--- src/rtl/pattern_pkg.sv ---
// Shared definitions for the pattern buffer and its serial load controller.
// The buffer geometry defaults here are the ones the pattern buffer is built with.
package pattern_pkg;

  localparam int DEF_BUFFER_SIZE  = 12;
  localparam int DEF_BUFFER_WIDTH = 8;

  typedef enum logic [1:0] {
    ST_IDLE  = 2'd0,
    ST_LOAD  = 2'd1,
    ST_SHIFT = 2'd2
  } state_t;

  // Counter width that never collapses to zero bits for tiny geometries.
  function automatic int clog2_min1(input int v);
    int w;
    w = $clog2(v);
    if (w < 1) begin
      w = 1;
    end else begin
      w = w;
    end
    return w;
  endfunction

  localparam int DEF_BITCNT_W  = clog2_min1(DEF_BUFFER_WIDTH);
  localparam int DEF_BYTECNT_W = clog2_min1(DEF_BUFFER_SIZE + 1);

endpackage

--- src/rtl/pattern_loader.sv ---
// Serial load controller for the pattern buffer scan chain: streams new bytes in
// MSB first while capturing the old chain contents, so every full load is a swap.
module pattern_loader
  import pattern_pkg::*;
#(
  parameter int BUFFER_SIZE  = DEF_BUFFER_SIZE,
  parameter int BUFFER_WIDTH = DEF_BUFFER_WIDTH
) (
  input  logic                    clk,
  input  logic                    reset_n,
  input  logic                    start,
  input  logic                    in_valid,
  input  logic [BUFFER_WIDTH-1:0] in_byte,
  output logic                    in_ready,
  output logic                    ssel,
  output logic                    sin,
  input  logic                    sout,
  output logic [BUFFER_WIDTH-1:0] rd_byte,
  output logic                    rd_valid,
  output logic                    busy,
  output logic                    done
);

  localparam int BW = clog2_min1(BUFFER_WIDTH);
  localparam int CW = clog2_min1(BUFFER_SIZE + 1);

  localparam logic [BW-1:0] BIT_LAST  = BW'(BUFFER_WIDTH - 1);
  localparam logic [BW-1:0] BIT_ZERO  = BW'(0);
  localparam logic [BW-1:0] BIT_ONE   = BW'(1);
  localparam logic [CW-1:0] BYTE_LAST = CW'(BUFFER_SIZE - 1);
  localparam logic [CW-1:0] BYTE_ZERO = CW'(0);
  localparam logic [CW-1:0] BYTE_ONE  = CW'(1);

  state_t                  r_state;
  state_t                  w_state_nxt;
  logic [BUFFER_WIDTH-1:0] r_shreg;
  logic [BUFFER_WIDTH-1:0] r_rdreg;
  logic [BUFFER_WIDTH-1:0] r_rd_byte;
  logic [BW-1:0]           r_bitcnt;
  logic [CW-1:0]           r_bytecnt;
  logic                    r_ssel;
  logic                    r_rd_valid;
  logic                    r_done;

  logic                    w_in_ready;
  logic                    w_take;
  logic                    w_last_bit;
  logic                    w_final;
  logic                    w_enter_load;
  logic [BUFFER_WIDTH-1:0] w_rd_next;

  always_ff @(posedge clk) begin
    if (!reset_n) begin
      r_state <= ST_IDLE;
    end else begin
      r_state <= w_state_nxt;
    end
  end

  // A start coinciding with the done strobe is dropped, hence the r_done qualifier.
  always_comb begin
    w_state_nxt = r_state;
    w_in_ready  = 1'b0;
    w_take      = 1'b0;
    w_last_bit  = 1'b0;
    w_final     = 1'b0;
    case (r_state)
      ST_IDLE: begin
        if (start && !r_done) begin
          w_state_nxt = ST_LOAD;
        end else begin
          w_state_nxt = ST_IDLE;
        end
      end
      ST_LOAD: begin
        w_in_ready = 1'b1;
        if (in_valid) begin
          w_take      = 1'b1;
          w_state_nxt = ST_SHIFT;
        end else begin
          w_state_nxt = ST_LOAD;
        end
      end
      ST_SHIFT: begin
        if (r_bitcnt == BIT_LAST) begin
          w_last_bit = 1'b1;
          if (r_bytecnt == BYTE_LAST) begin
            w_final     = 1'b1;
            w_state_nxt = ST_IDLE;
          end else begin
            // Offering the next byte on the last bit keeps the chain shifting without a bubble.
            w_in_ready = 1'b1;
            if (in_valid) begin
              w_take      = 1'b1;
              w_state_nxt = ST_SHIFT;
            end else begin
              w_state_nxt = ST_LOAD;
            end
          end
        end else begin
          w_state_nxt = ST_SHIFT;
        end
      end
      default: begin
        w_state_nxt = ST_IDLE;
      end
    endcase
  end

  assign w_enter_load = (r_state == ST_IDLE) && (w_state_nxt == ST_LOAD);
  assign w_rd_next    = (r_rdreg << 1) | BUFFER_WIDTH'(sout);

  always_ff @(posedge clk) begin
    if (!reset_n) begin
      r_shreg    <= '0;
      r_rdreg    <= '0;
      r_rd_byte  <= '0;
      r_bitcnt   <= BIT_ZERO;
      r_bytecnt  <= BYTE_ZERO;
      r_ssel     <= 1'b0;
      r_rd_valid <= 1'b0;
      r_done     <= 1'b0;
    end else begin
      r_ssel     <= (w_state_nxt == ST_SHIFT);
      r_rd_valid <= w_last_bit;
      r_done     <= w_final;

      // The shift register empties to zero as it drains, so sin idles low outside SHIFT.
      if (w_take) begin
        r_shreg <= in_byte;
      end else if (r_state == ST_SHIFT) begin
        r_shreg <= r_shreg << 1;
      end else begin
        r_shreg <= r_shreg;
      end

      if (r_state == ST_SHIFT) begin
        r_rdreg <= w_rd_next;
      end else begin
        r_rdreg <= r_rdreg;
      end

      if (w_last_bit) begin
        r_rd_byte <= w_rd_next;
      end else begin
        r_rd_byte <= r_rd_byte;
      end

      if (w_take || w_last_bit) begin
        r_bitcnt <= BIT_ZERO;
      end else if (r_state == ST_SHIFT) begin
        r_bitcnt <= r_bitcnt + BIT_ONE;
      end else begin
        r_bitcnt <= r_bitcnt;
      end

      if (w_enter_load) begin
        r_bytecnt <= BYTE_ZERO;
      end else if (w_last_bit) begin
        r_bytecnt <= r_bytecnt + BYTE_ONE;
      end else begin
        r_bytecnt <= r_bytecnt;
      end
    end
  end

  assign ssel     = r_ssel;
  assign sin      = r_shreg[BUFFER_WIDTH-1];
  assign in_ready = w_in_ready;
  assign rd_byte  = r_rd_byte;
  assign rd_valid = r_rd_valid;
  assign busy     = (r_state != ST_IDLE);
  assign done     = r_done;

endmodule

--- config.mk ---
export PLATFORM = sky130hd
export DESIGN_NAME = pattern_loader
export DESIGN_NICKNAME = d
export VERILOG_FILES = /design/src/rtl/pattern_pkg.sv /design/src/rtl/pattern_loader.sv
export SDC_FILE = /design/constraint.sdc
export NUM_CORES = 1
export LEC_CHECK = 0
export BUFFER_PORTS_ARGS = -buffer_cell sky130_fd_sc_hd__buf_2
export CAP_MARGIN = 25
export CORE_AREA = 2 2 66 68
export DETAILED_ROUTE_END_ITERATION = 6
export DIE_AREA = 0 0 68 70
export GPL_ROUTABILITY_DRIVEN = 0
export PLACE_DENSITY_LB_ADDON = 0.2
export SLEW_MARGIN = 5
export SYNTH_ARGS = -nofsm -noshare
export SYNTH_HDL_FRONTEND = slang
export SYNTH_SLANG_ARGS = --single-unit
--- constraint.sdc ---
create_clock -name clk -period 2.3 [get_ports clk]
set_input_delay 0.46 -clock clk [delete_from_list [all_inputs] [get_ports clk]]
set_output_delay 0.46 -clock clk [all_outputs]
set_load 0.1 [all_outputs]
# After elaboration in Yosys (flattened, before gate mapping)
# Cells that the tools add are included.
[word_totals]
out_inout_bits = 14
word_cells = 46
input_bits = 13
register_bits = 35
[classes]
reduce_logical = 10
n_eq_ne = 6
bitwise_logic = 2
add_sub_neg = 2
muxes = 17
[op_table]
columns = ["operator", "n"]
rows = [
  ["8-bit 2-to-1 mux", 2],
  ["1-bit 2-to-1 mux", 9],
  ["8-bit by 1-bit OR with 8-bit output", 1],
  ["2-bit 2-to-1 mux", 3],
  ["2-bit one-hot mux with 3 select lines", 1],
  ["4-bit by 1-bit adder with 4-bit output, second input constant", 1],
  ["2-bit by 1-bit == test with 1-bit output, second input constant", 2],
  ["2-bit == test, second input constant", 2],
  ["4-bit == test, second input constant", 1],
  ["1-bit one-hot mux with 2 select lines", 2],
  ["2-bit nonzero test", 2],
  ["2-bit OR reduction", 2],
  ["3-bit by 1-bit adder with 3-bit output, second input constant", 1],
  ["3-bit == test, second input constant", 1],
  ["3-bit AND reduction", 1],
  ["1-bit logical AND", 2],
  ["2-bit zero test", 1],
  ["1-bit zero test", 1],
  ["1-bit logical OR", 1],
  ["1-bit NOT", 1],
]

# Longest topological paths before layout
# Gate-level depths: netlist of run 1.
[depth]
ltp_word = 7
mapped_depth = 7
ltp_nobuf = 5

# Least setup slack after synthesis of run 1
# OpenSTA, ideal clock, no wires.
[synth_timing]
path_type = "flip-flop to output port"
start = "register r_bitcnt[0]"
end = "output in_ready"
required_time_ns = 1.840
path_buffers = 0
setup_slack_ns = 0.186
stages_incl_launch_ff = 5
arrival_ns = 1.654
cell_sequence = "dfxtp_1 > ha_1 > ha_1 > a21o_1 > and3_1"
[synth_via]
elab_chain_len = 3
[synth_lines]
columns = ["item", "line", "text"]
rows = [
  ["from (decl)", "pattern_loader.sv:39", "logic [BW-1:0] r_bitcnt;"],
  ["from (signal assigned)", "pattern_loader.sv:152", "r_bitcnt <= r_bitcnt + BIT_ONE;"],
  ["from (signal assigned)", "pattern_loader.sv:154", "r_bitcnt <= r_bitcnt;"],
  ["3-bit == test", "pattern_loader.sv:85", "if (r_bitcnt == BIT_LAST) begin"],
  ["1-bit 2-to-1 mux", "pattern_loader.sv:85", ""],
  ["1-bit one-hot mux with 2 select lines", "pattern_loader.sv:67", "case (r_state)"],
  ["to (decl)", "pattern_loader.sv:14", "output logic in_ready,"],
]
# No other way between the ends.

# Worst setup path in the final report of run 1
# Same ends and word-level chain as after synthesis.

==> results.py, run 1 <==
metrics = {
    "outcome": {
        "status": "completed",
    },
    "synth": {
        "ys_ff_latch": 35,
        "syn_nets": 189,
        "yosysWarnings": 0,
        "avgSynthCellArea_um2": 9.28,
        "ys_seq_area_share_pct": 44.7,
        "netlist_instances": 169,
        "synth_cell_type_count": 32,
        "syn_area_um2": 1570,
    },
    "sta": {
        "fin_skew_ps": 3.89,
        "drv_slew": 0,
        "final_min_period_over_clock_period_pct": 92.5,
        "max_slew_margin_pct": 67.5,
        "fin_tns_setup_ps": 0,
        "finalHoldViolations": 0,
        "max_freq_ghz": 0.470,
        "setup_viol": 0,
        "layout_setup_ws_ps": 172,
        "worst-slew-pin-transition_ps": 490,
        "rsz0062_at_grt": "no",
        "finalCriticalPeriod_ps": 2130,
    },
    "clocking": {
        "clk_pin_slew_ps": 70,
        "cts_htree_levels": 2,
        "clk_latency_ps": 280,
        "post_cts_resized": 0,
        "ctsHoldBuffers": 0,
        "cts_tree": "yes",
        "postCtsSetupRepairBufs": 0,
        "cts_max_path_buffers": 2,
        "cts_root_buffer": "clkbuf_8",
        "numCtsBuffers": 5,
        "cts_sinks": 35,
    },
    "detailed_routing": {
        "via_count": 1242,
        "drtPass1Iterations": 4,
        "avgRoutedWirePerCell_um": 12.4,
        "drc": 0,
        "ant_nets": 0,
        "routed_wl_um": 3090,
        "drt_iter0_markers": 24,
        "via_per_inst": 4.99,
    },
    "finish": {
        "final_common_cell": "dfxtp_1",
        "antennaDiodeCount": 0,
        "drive_gt1_share_pct": 20.3,
        "area_delta_synth_final_pct": 17.7,
        "nets": 216,
        "final_cell_mix": "35 x dfxtp_1, 25 x nand2_1, 25 x buf_2",
    },
    "placement": {
        "hpwl_um": 2270,
        "place_ws_ps": 425,
        "portBuffers": 26,
    },
    "worst_hold_path": {
        "hold_end": "r_shreg[2]",
        "hp-class": "input pin to flop",
        "worstHoldPathCells": 3,
        "worst_hold_startpoint": "in_byte[2]",
    },
    "floorplan": {
        "initial_utilization_pct": 37.8,
        "core_area_um2": 4140,
        "die_area_um2": 4760,
        "fp.dieW_um": 68,
        "pin_count": 27,
        "die_h_um": 70,
        "rows": 24,
    },
    "setup_path": {
        "r2r_slack_ps": 420,
        "worstRegToRegCells": 6,
        "critPathArrivalTime_ps": 1670,
        "worstPathMaxFanout": 8,
        "crit_required_ps": 1840,
        "cp-start-kind": "flop",
        "timing.rr.end": "r_bytecnt[0]",
        "cp-end-kind": "output pin",
        "timing.rr.start": "r_state[0]",
        "crit_type": "flop to output pin",
    },
    "global_route": {
        "grt_start_max_net_pins": 22,
        "antenna_found_initial": 0,
        "grt_pass1_vias": 1186,
        "grt.overflow.total": 0,
        "grt_first_pass_wirelength_um": 5060,
        "grtUsageTotal_pct": 14.0,
    },
    "power_and_ir_drop": {
        "p_leak_nw": 0.795,
        "finalPower_w": 0.00126,
        "vdd_drop_max_mv": 0.357,
        "pwr_density_cell_nw_per_um2": 681,
    },
    "flow_run": {
        "max_cap_violations": 0,
    },
}
==> state kept, by name (all words and copies together), names as in the netlist <==
register,cells
done,1
r_bitcnt,3
ssel,1
r_bytecnt,4
rd_valid,1
r_state,2
r_rdreg,7
rd_byte,8
r_shreg,8
==> per-stage QoR <==
| step | hold WS (ps) | cell area [um^2] | std cells | util (%) |
|---|---|---|---|---|
| 2_1_floorplan | 431 | 1570 | 169 | - |
| 3_3_place_gp | 441 | 1760 | 241 | 42.6 |
| 3_5_place_dp | 446 | 1760 | 241 | 42.6 |
| 4_1_cts | 423 | 1850 | 249 | 44.5 |
| 5_1_grt | 426 | 1850 | 249 | 44.5 |
| 6_report | 426 | 1850 | 249 | 44.5 |
==> cell usage after synthesis <==
library cell	number	share of area, %
dfxtp_1	35	45
nand2_1	25	6.0
mux2i_1	16	10
nor2_1	11	2.6
a21oi_1	8	2.6
ha_1	7	5.6
nand2b_1	7	2.8
o211ai_1	7	3.4
buf_2	5	1.6
inv_1	5	1.2
nor3_1	5	1.6
a21o_1	4	1.9
clkbuf_1	4	0.96
nand3_1	4	1.3
and2_1	3	1.2
nor2b_1	3	1.2
a311oi_1	2	1.1
a31oi_1	2	0.80
and3_1	2	0.80
xnor2_1	2	1.1
a211o_1	1	0.56
a311o_1	1	0.64
a311oi_2	1	0.96
a31o_2	1	0.56
and3b_1	1	0.56
buf_1	1	0.24
inv_2	1	0.24
nand3b_4	1	1.3
nand4bb_1	1	0.72
o2111ai_1	1	0.56
o32ai_1	1	0.56
xor2_1	1	0.56
==> cell type report <==
type / instances / area, um^2
fillers: 426 / 2300
clock buffers: 7 / 76.3
multi-input cells: 118 / 801
repair buffers: 30 / 175
inverters: 6 / 22.5
clock inverters: 1 / 5.00
flip-flops and latches: 35 / 701
well taps: 52 / 65.1
==> critical path, cell delays in order, from the launching register on <==
cell and delay (ps):
dfxtp_1 320, ha_1 200, ha_1 270, a21o_1 220
and3_1 200, buf_12 170
==> worst max-delay path by stage <==
stage | from | to | slack [ps] | cells after the start
final | r_bitcnt[0] | in_ready | 170 | 5
after global routing | r_state[1] | in_ready | 60 | 5
after CTS | r_bitcnt[0] | in_ready | 160 | 5
after detailed placement | r_state[0] | r_bytecnt[0] | 420 | 6
after global placement | r_bitcnt[0] | in_ready | 500 | 5
after floorplan | r_bitcnt[0] | in_ready | 190 | 4
==> metal layers <==
metal / wire (um) / vias up / track usage [%]
met2: 1580 / 24 / 24.6
met1: 1320 / 578 / 15.2
li1: - / 635 / -
met4: 37 / 0 / 4.22
met3: 153 / 5 / 5.31
met5: 0 / - / 0
==> power breakdown <==
group,switching [W],internal (W)
clock network,0.000208,0.000212
logic,0.000130,0.0000681
registers,0.0000108,0.000627
==> cell families after synthesis <==
family | after synthesis | share of synthesized area, %
simple gates | 63 | 20.0
xor+xnor | 3 | 1.68
compound gates | 29 | 13.6
fa+ha+maj | 7 | 5.59
buf+inv | 16 | 4.23
mux | 16 | 10.2
flops | 35 | 44.7
(Power assumes the default switching activity.)
==> run 2, diff against run 1 <==
--- a/config.mk
+++ b/config.mk
@@ -11,7 +11,6 @@
 export DETAILED_ROUTE_END_ITERATION = 6
 export DIE_AREA = 0 0 68 70
 export GPL_ROUTABILITY_DRIVEN = 0
-export PLACE_DENSITY_LB_ADDON = 0.2
 export SLEW_MARGIN = 5
 export SYNTH_ARGS = -nofsm -noshare
 export SYNTH_HDL_FRONTEND = slang
==> run 2 against run 1 <==
Sequential power about the same. Routed wire length up 0.58%. Power up 10%. Design area up 1.7%. Via count down 0.40%. Global-route usage increased by 0.74 points. Largest power group unchanged. Cell count did not move. Utilization rose by 0.75 points. Non-clock buffer count unchanged. Critical path depth is the same. Setup slack worse by 11 ps.
==> results.py, run 2 (synthesis results as in run 1) <==
metrics = {
    "outcome": {
        "status": "completed",
    },
    "clocking": {
        "ctsHoldBuffers": 0,
        "cts_sinks": 35,
        "cts_htree_levels": 2,
        "postCtsSetupRepairBufs": 0,
        "post_cts_resized": 0,
        "clk_latency_ps": 280,
        "clk_pin_slew_ps": 70,
        "cts_tree": "yes",
        "cts_root_buffer": "clkbuf_8",
        "numCtsBuffers": 5,
        "cts_max_path_buffers": 2,
    },
    "sta": {
        "final_min_period_over_clock_period_pct": 93.0,
        "setup_viol": 0,
        "finalCriticalPeriod_ps": 2140,
        "max_freq_ghz": 0.468,
        "worst-slew-pin-transition_ps": 488,
        "rsz0062_at_grt": "no",
        "drv_slew": 0,
        "finalHoldViolations": 0,
        "max_slew_margin_pct": 67.5,
        "fin_skew_ps": 5.74,
        "layout_setup_ws_ps": 161,
        "fin_tns_setup_ps": 0,
    },
    "floorplan": {
        "initial_utilization_pct": 37.8,
        "die_h_um": 70,
        "rows": 24,
        "fp.dieW_um": 68,
        "die_area_um2": 4760,
        "pin_count": 27,
        "core_area_um2": 4140,
    },
    "detailed_routing": {
        "drc": 0,
        "routed_wl_um": 3110,
        "drt_iter0_markers": 38,
        "avgRoutedWirePerCell_um": 12.5,
        "via_per_inst": 4.97,
        "ant_nets": 0,
        "via_count": 1237,
        "drtPass1Iterations": 4,
    },
    "global_route": {
        "grtUsageTotal_pct": 14.8,
        "grt.overflow.total": 0,
        "antenna_found_initial": 0,
        "grt_pass1_vias": 1239,
        "grt_first_pass_wirelength_um": 5320,
        "grt_start_max_net_pins": 22,
    },
    "setup_path": {
        "timing.rr.start": "r_state[0]",
        "endpoint": "in_ready",
        "path_cells": "ha_1, ha_1, a21o_1, and3_1, buf_12",
        "critPathTopFamily": "adder cells",
        "timing.rr.end": "r_bytecnt[2]",
        "crit_type": "flop to output pin",
        "cp.depth": 5,
        "cp-start-kind": "flop",
        "cp-end-kind": "output pin",
        "critPathArrivalTime_ps": 1680,
        "worstPathMaxFanout": 8,
        "cp_slowest_stage_delay_ps": 330,
        "crit_slowest_cell": "dfxtp_1",
        "worstRegToRegCells": 6,
        "crit_required_ps": 1840,
        "critPathBufInv": 1,
        "r2r_slack_ps": 510,
        "crit_start": "r_bitcnt[0]",
        "critPathMostFrequentCell": "ha_1",
    },
    "finish": {
        "drive_gt1_share_pct": 21.3,
        "antennaDiodeCount": 0,
        "area_delta_synth_final_pct": 19.7,
        "nets": 216,
        "design_area_um2": 1880,
        "final_cell_mix": "35 x dfxtp_1, 25 x nand2_1, 25 x buf_2",
        "n_fill_cell": 446,
        "layout.cells.non_filler": 249,
        "final_common_cell": "dfxtp_1",
    },
    "placement": {
        "placed_cell_area_um2": 1760,
        "dp_cells": 241,
        "hpwl_um": 2200,
        "place_ws_ps": 478,
        "portBuffers": 26,
    },
    "flow_run": {
        "max_cap_violations": 0,
    },
    "worst_hold_path": {
        "worstHoldPathCells": 3,
        "hp-class": "input pin to flop",
    },
    "power_and_ir_drop": {
        "pwr_density_cell_nw_per_um2": 736,
        "vdd_drop_max_mv": 0.274,
        "p_leak_nw": 0.811,
        "finalPower_w": 0.00138,
    },
}
## run 2: report_power, final
part,total [W],switching (W),internal [W],leakage [nW]
logic,0.000201,0.000132,0.0000681,0.470
registers,0.000638,0.0000111,0.000627,0.283
clock network,0.000543,0.000221,0.000322,0.0581
## run 2: final cells by class
class                   instances  area [um^2]  area share [%]
well taps                      52         65.1            3.47
multi-input cells             118          801            42.7
clock buffers                   5         68.8            3.67
clock inverters                 3         43.8            2.33
inverters                       6         22.5            1.20
flip-flops and latches         35          701            37.3
repair buffers                 30          175            9.33
## run 2: tightest hold or removal path, stage by stage
cell and delay [ps]:
buf_2 100, nand2_1 40, mux2i_1 50
## run 2: worst min path at each step
stage / slack [ps] / from / endpoint
6_report: 420 / in_byte[1] / r_shreg[1]
3_3_place_gp: 440 / rd_byte[7] / rd_byte[7]
2_1_floorplan: 430 / r_rdreg[6] / rd_byte[7]
4_1_cts: 410 / in_byte[1] / r_shreg[1]
5_1_grt: 430 / in_byte[1] / r_shreg[1]
3_5_place_dp: 450 / rd_byte[5] / rd_byte[5]
## run 2: stage by stage
stage          util [%]  hold slack (ps)
2_1_floorplan         -              431
3_3_place_gp       42.6              444
3_5_place_dp       42.6              447
4_1_cts            45.3              414
5_1_grt            45.3              425
6_report           45.3              422
## run 2: routing by layer
| metal | part of all wire, % | vias up | track usage [%] |
|---|---|---|---|
| met3 | 4.0 | 6 | 4.83 |
| met2 | 48 | 22 | 24.8 |
| met5 | 0 | - | 0 |
| met1 | 46 | 576 | 17.1 |
| li1 | - | 633 | - |
| met4 | 1.6 | 0 | 5.33 |
==> run 3, diff against run 2 <==
--- a/config.mk
+++ b/config.mk
@@ -7,10 +7,11 @@
 export LEC_CHECK = 0
 export BUFFER_PORTS_ARGS = -buffer_cell sky130_fd_sc_hd__buf_2
 export CAP_MARGIN = 25
-export CORE_AREA = 2 2 66 68
+export CORE_AREA = 2 2 57 59
 export DETAILED_ROUTE_END_ITERATION = 6
-export DIE_AREA = 0 0 68 70
+export DIE_AREA = 0 0 59 61
 export GPL_ROUTABILITY_DRIVEN = 0
+export PLACE_DENSITY = 0.72
 export SLEW_MARGIN = 5
 export SYNTH_ARGS = -nofsm -noshare
 export SYNTH_HDL_FRONTEND = slang
==> run 3 against run 2 <==
Sequential power barely moved. Sequential share of layout area rose by 1.0 points. Largest power group unchanged. Combinational power about the same. Critical path type unchanged.
==> results.py, run 3 (synthesis results as in run 1) <==
metrics = {
    "outcome": {
        "status": "completed",
    },
    "clocking": {
        "ctsHoldBuffers": 0,
        "cts_htree_levels": 2,
        "cts_max_path_buffers": 2,
        "cts_tree": "yes",
        "postCtsSetupRepairBufs": 0,
        "cts_sinks": 35,
        "cts_root_buffer": "clkbuf_4",
        "clk_latency_ps": 350,
        "clk_pin_slew_ps": 110,
        "numCtsBuffers": 5,
    },
    "floorplan": {
        "die_area_um2": 3600,
        "rows": 20,
        "pin_count": 27,
        "fp.dieW_um": 59,
        "core_area_um2": 2950,
        "die_h_um": 61,
        "initial_utilization_pct": 53.1,
    },
    "setup_path": {
        "r2r_slack_ps": 530,
        "crit_type": "flop to output pin",
        "crit_start": "r_bitcnt[0]",
        "worstPathMaxFanout": 8,
        "timing.rr.start": "r_state[0]",
        "worstRegToRegCells": 6,
        "cp-start-kind": "flop",
        "cp-end-kind": "output pin",
        "crit_required_ps": 1840,
        "critPathArrivalTime_ps": 1720,
        "endpoint": "in_ready",
        "timing.rr.end": "r_bytecnt[1]",
    },
    "sta": {
        "hold_ws_ps": 355,
        "finalCriticalPeriod_ps": 2180,
        "setup_viol": 0,
        "final_min_period_over_clock_period_pct": 94.6,
        "fin_skew_ps": 9.88,
        "max_slew_margin_pct": 65.8,
        "finalHoldViolations": 0,
        "worst-slew-pin-transition_ps": 513,
        "max_freq_ghz": 0.460,
        "drv_slew": 0,
        "fin_tns_setup_ps": 0,
        "rsz0062_at_grt": "no",
    },
    "power_and_ir_drop": {
        "p_leak_nw": 0.782,
        "vdd_drop_max_mv": 0.436,
        "p_sw_w": 0.000360,
        "finalPower_w": 0.00123,
        "pwr-share-clk_pct": 31.9,
        "pwr_density_cell_nw_per_um2": 676,
        "sw_frac_of_total_pct": 29.2,
        "internal_power_w": 0.000874,
        "comb_power_share_pct": 16.4,
        "power_frac_seq_pct": 51.7,
    },
    "global_route": {
        "grt_first_pass_wirelength_um": 5310,
        "grt.overflow.total": 0,
        "antenna_found_initial": 0,
        "grtUsageTotal_pct": 20.3,
        "grt_start_max_net_pins": 22,
        "grt_pass1_vias": 1215,
    },
    "placement": {
        "portBuffers": 26,
        "placed_cell_area_um2": 1730,
        "hpwl_um": 2330,
    },
    "finish": {
        "drive_gt1_share_pct": 22.4,
        "final_common_cell": "dfxtp_1",
        "area_delta_synth_final_pct": 16.5,
        "n_fill_cell": 262,
        "design_area_um2": 1830,
        "final_cell_mix": "35 x dfxtp_1, 25 x nand2_1, 25 x buf_2",
        "nets": 215,
        "antennaDiodeCount": 0,
    },
    "detailed_routing": {
        "via_count": 1262,
        "drc": 0,
        "via_per_inst": 5.51,
        "drt_iter0_markers": 45,
        "routed_wl_um": 3210,
        "ant_nets": 0,
        "avgRoutedWirePerCell_um": 14.0,
        "drtPass1Iterations": 4,
    },
    "worst_hold_path": {
        "hp-class": "input pin to flop",
    },
    "flow_run": {
        "max_cap_violations": 0,
    },
}
==> run 3: repair_timing <==
action                                 in CTS  in global routing
endpoints found under the hold margin       0                  0
setup endpoints to repair                   0                  1
resized for setup                           0                  3
==> run 3: how the worst min path moves through the flow <==
stage / start / endpoint / slack, ps / cells past startpoint
after detailed placement: rd_byte[5] / rd_byte[5] / 450 / 2
final: in_byte[6] / r_shreg[6] / 350 / 3
after CTS: in_byte[6] / r_shreg[6] / 350 / 3
after global placement: rd_byte[5] / rd_byte[5] / 440 / 2
after global routing: in_byte[6] / r_shreg[6] / 350 / 3
after floorplan: r_rdreg[6] / rd_byte[7] / 430 / 2
==> run 3: power by group through the flow <==
stage               Combinational [W]  Sequential, W  Clock, W
floorplan                    0.000134       0.000671         0
global placement             0.000194       0.000650         0
detailed placement           0.000199       0.000652         0
CTS                          0.000201       0.000638  0.000397
global route                 0.000219       0.000641  0.000424
finish                       0.000203       0.000638  0.000394
==> run 3: per-stage QoR <==
stage | setup WS [ps] | utilization [%] | std cells
5_1_grt | 18.6 | 61.9 | 229
3_5_place_dp | 423 | 58.7 | 221
3_3_place_gp | 498 | 58.7 | 221
2_1_floorplan | 186 | - | 169
4_1_cts | 54.2 | 61.1 | 229
6_report | 125 | 61.9 | 229
==> run 3: per-layer routing <==
metal / vias up / wire [um] / track usage (%)
li1: 639 / - / -
met1: 595 / 1480 / 21.8
met2: 24 / 1580 / 37.3
met3: 4 / 132 / 6.40
met4: 0 / 21 / 7.79
met5: - / 0 / 0
==> run 3: final cells by class <==
class / instances / area [um^2] / area share, %
clock buffers: 7 / 65.1 / 3.56
flip-flops and latches: 35 / 701 / 38.4
multi-input cells: 118 / 822 / 45.0
well taps: 33 / 41.3 / 2.26
inverters: 6 / 22.5 / 1.23
clock inverters: 1 / 7.51 / 0.411
repair buffers: 29 / 168 / 9.18
==> run 3: worst max-delay path: stages, from the launching register on <==
cell and delay (ps):
dfxtp_1 380, ha_1 160, ha_2 250, a21o_1 170
and3_1 220, buf_12 190
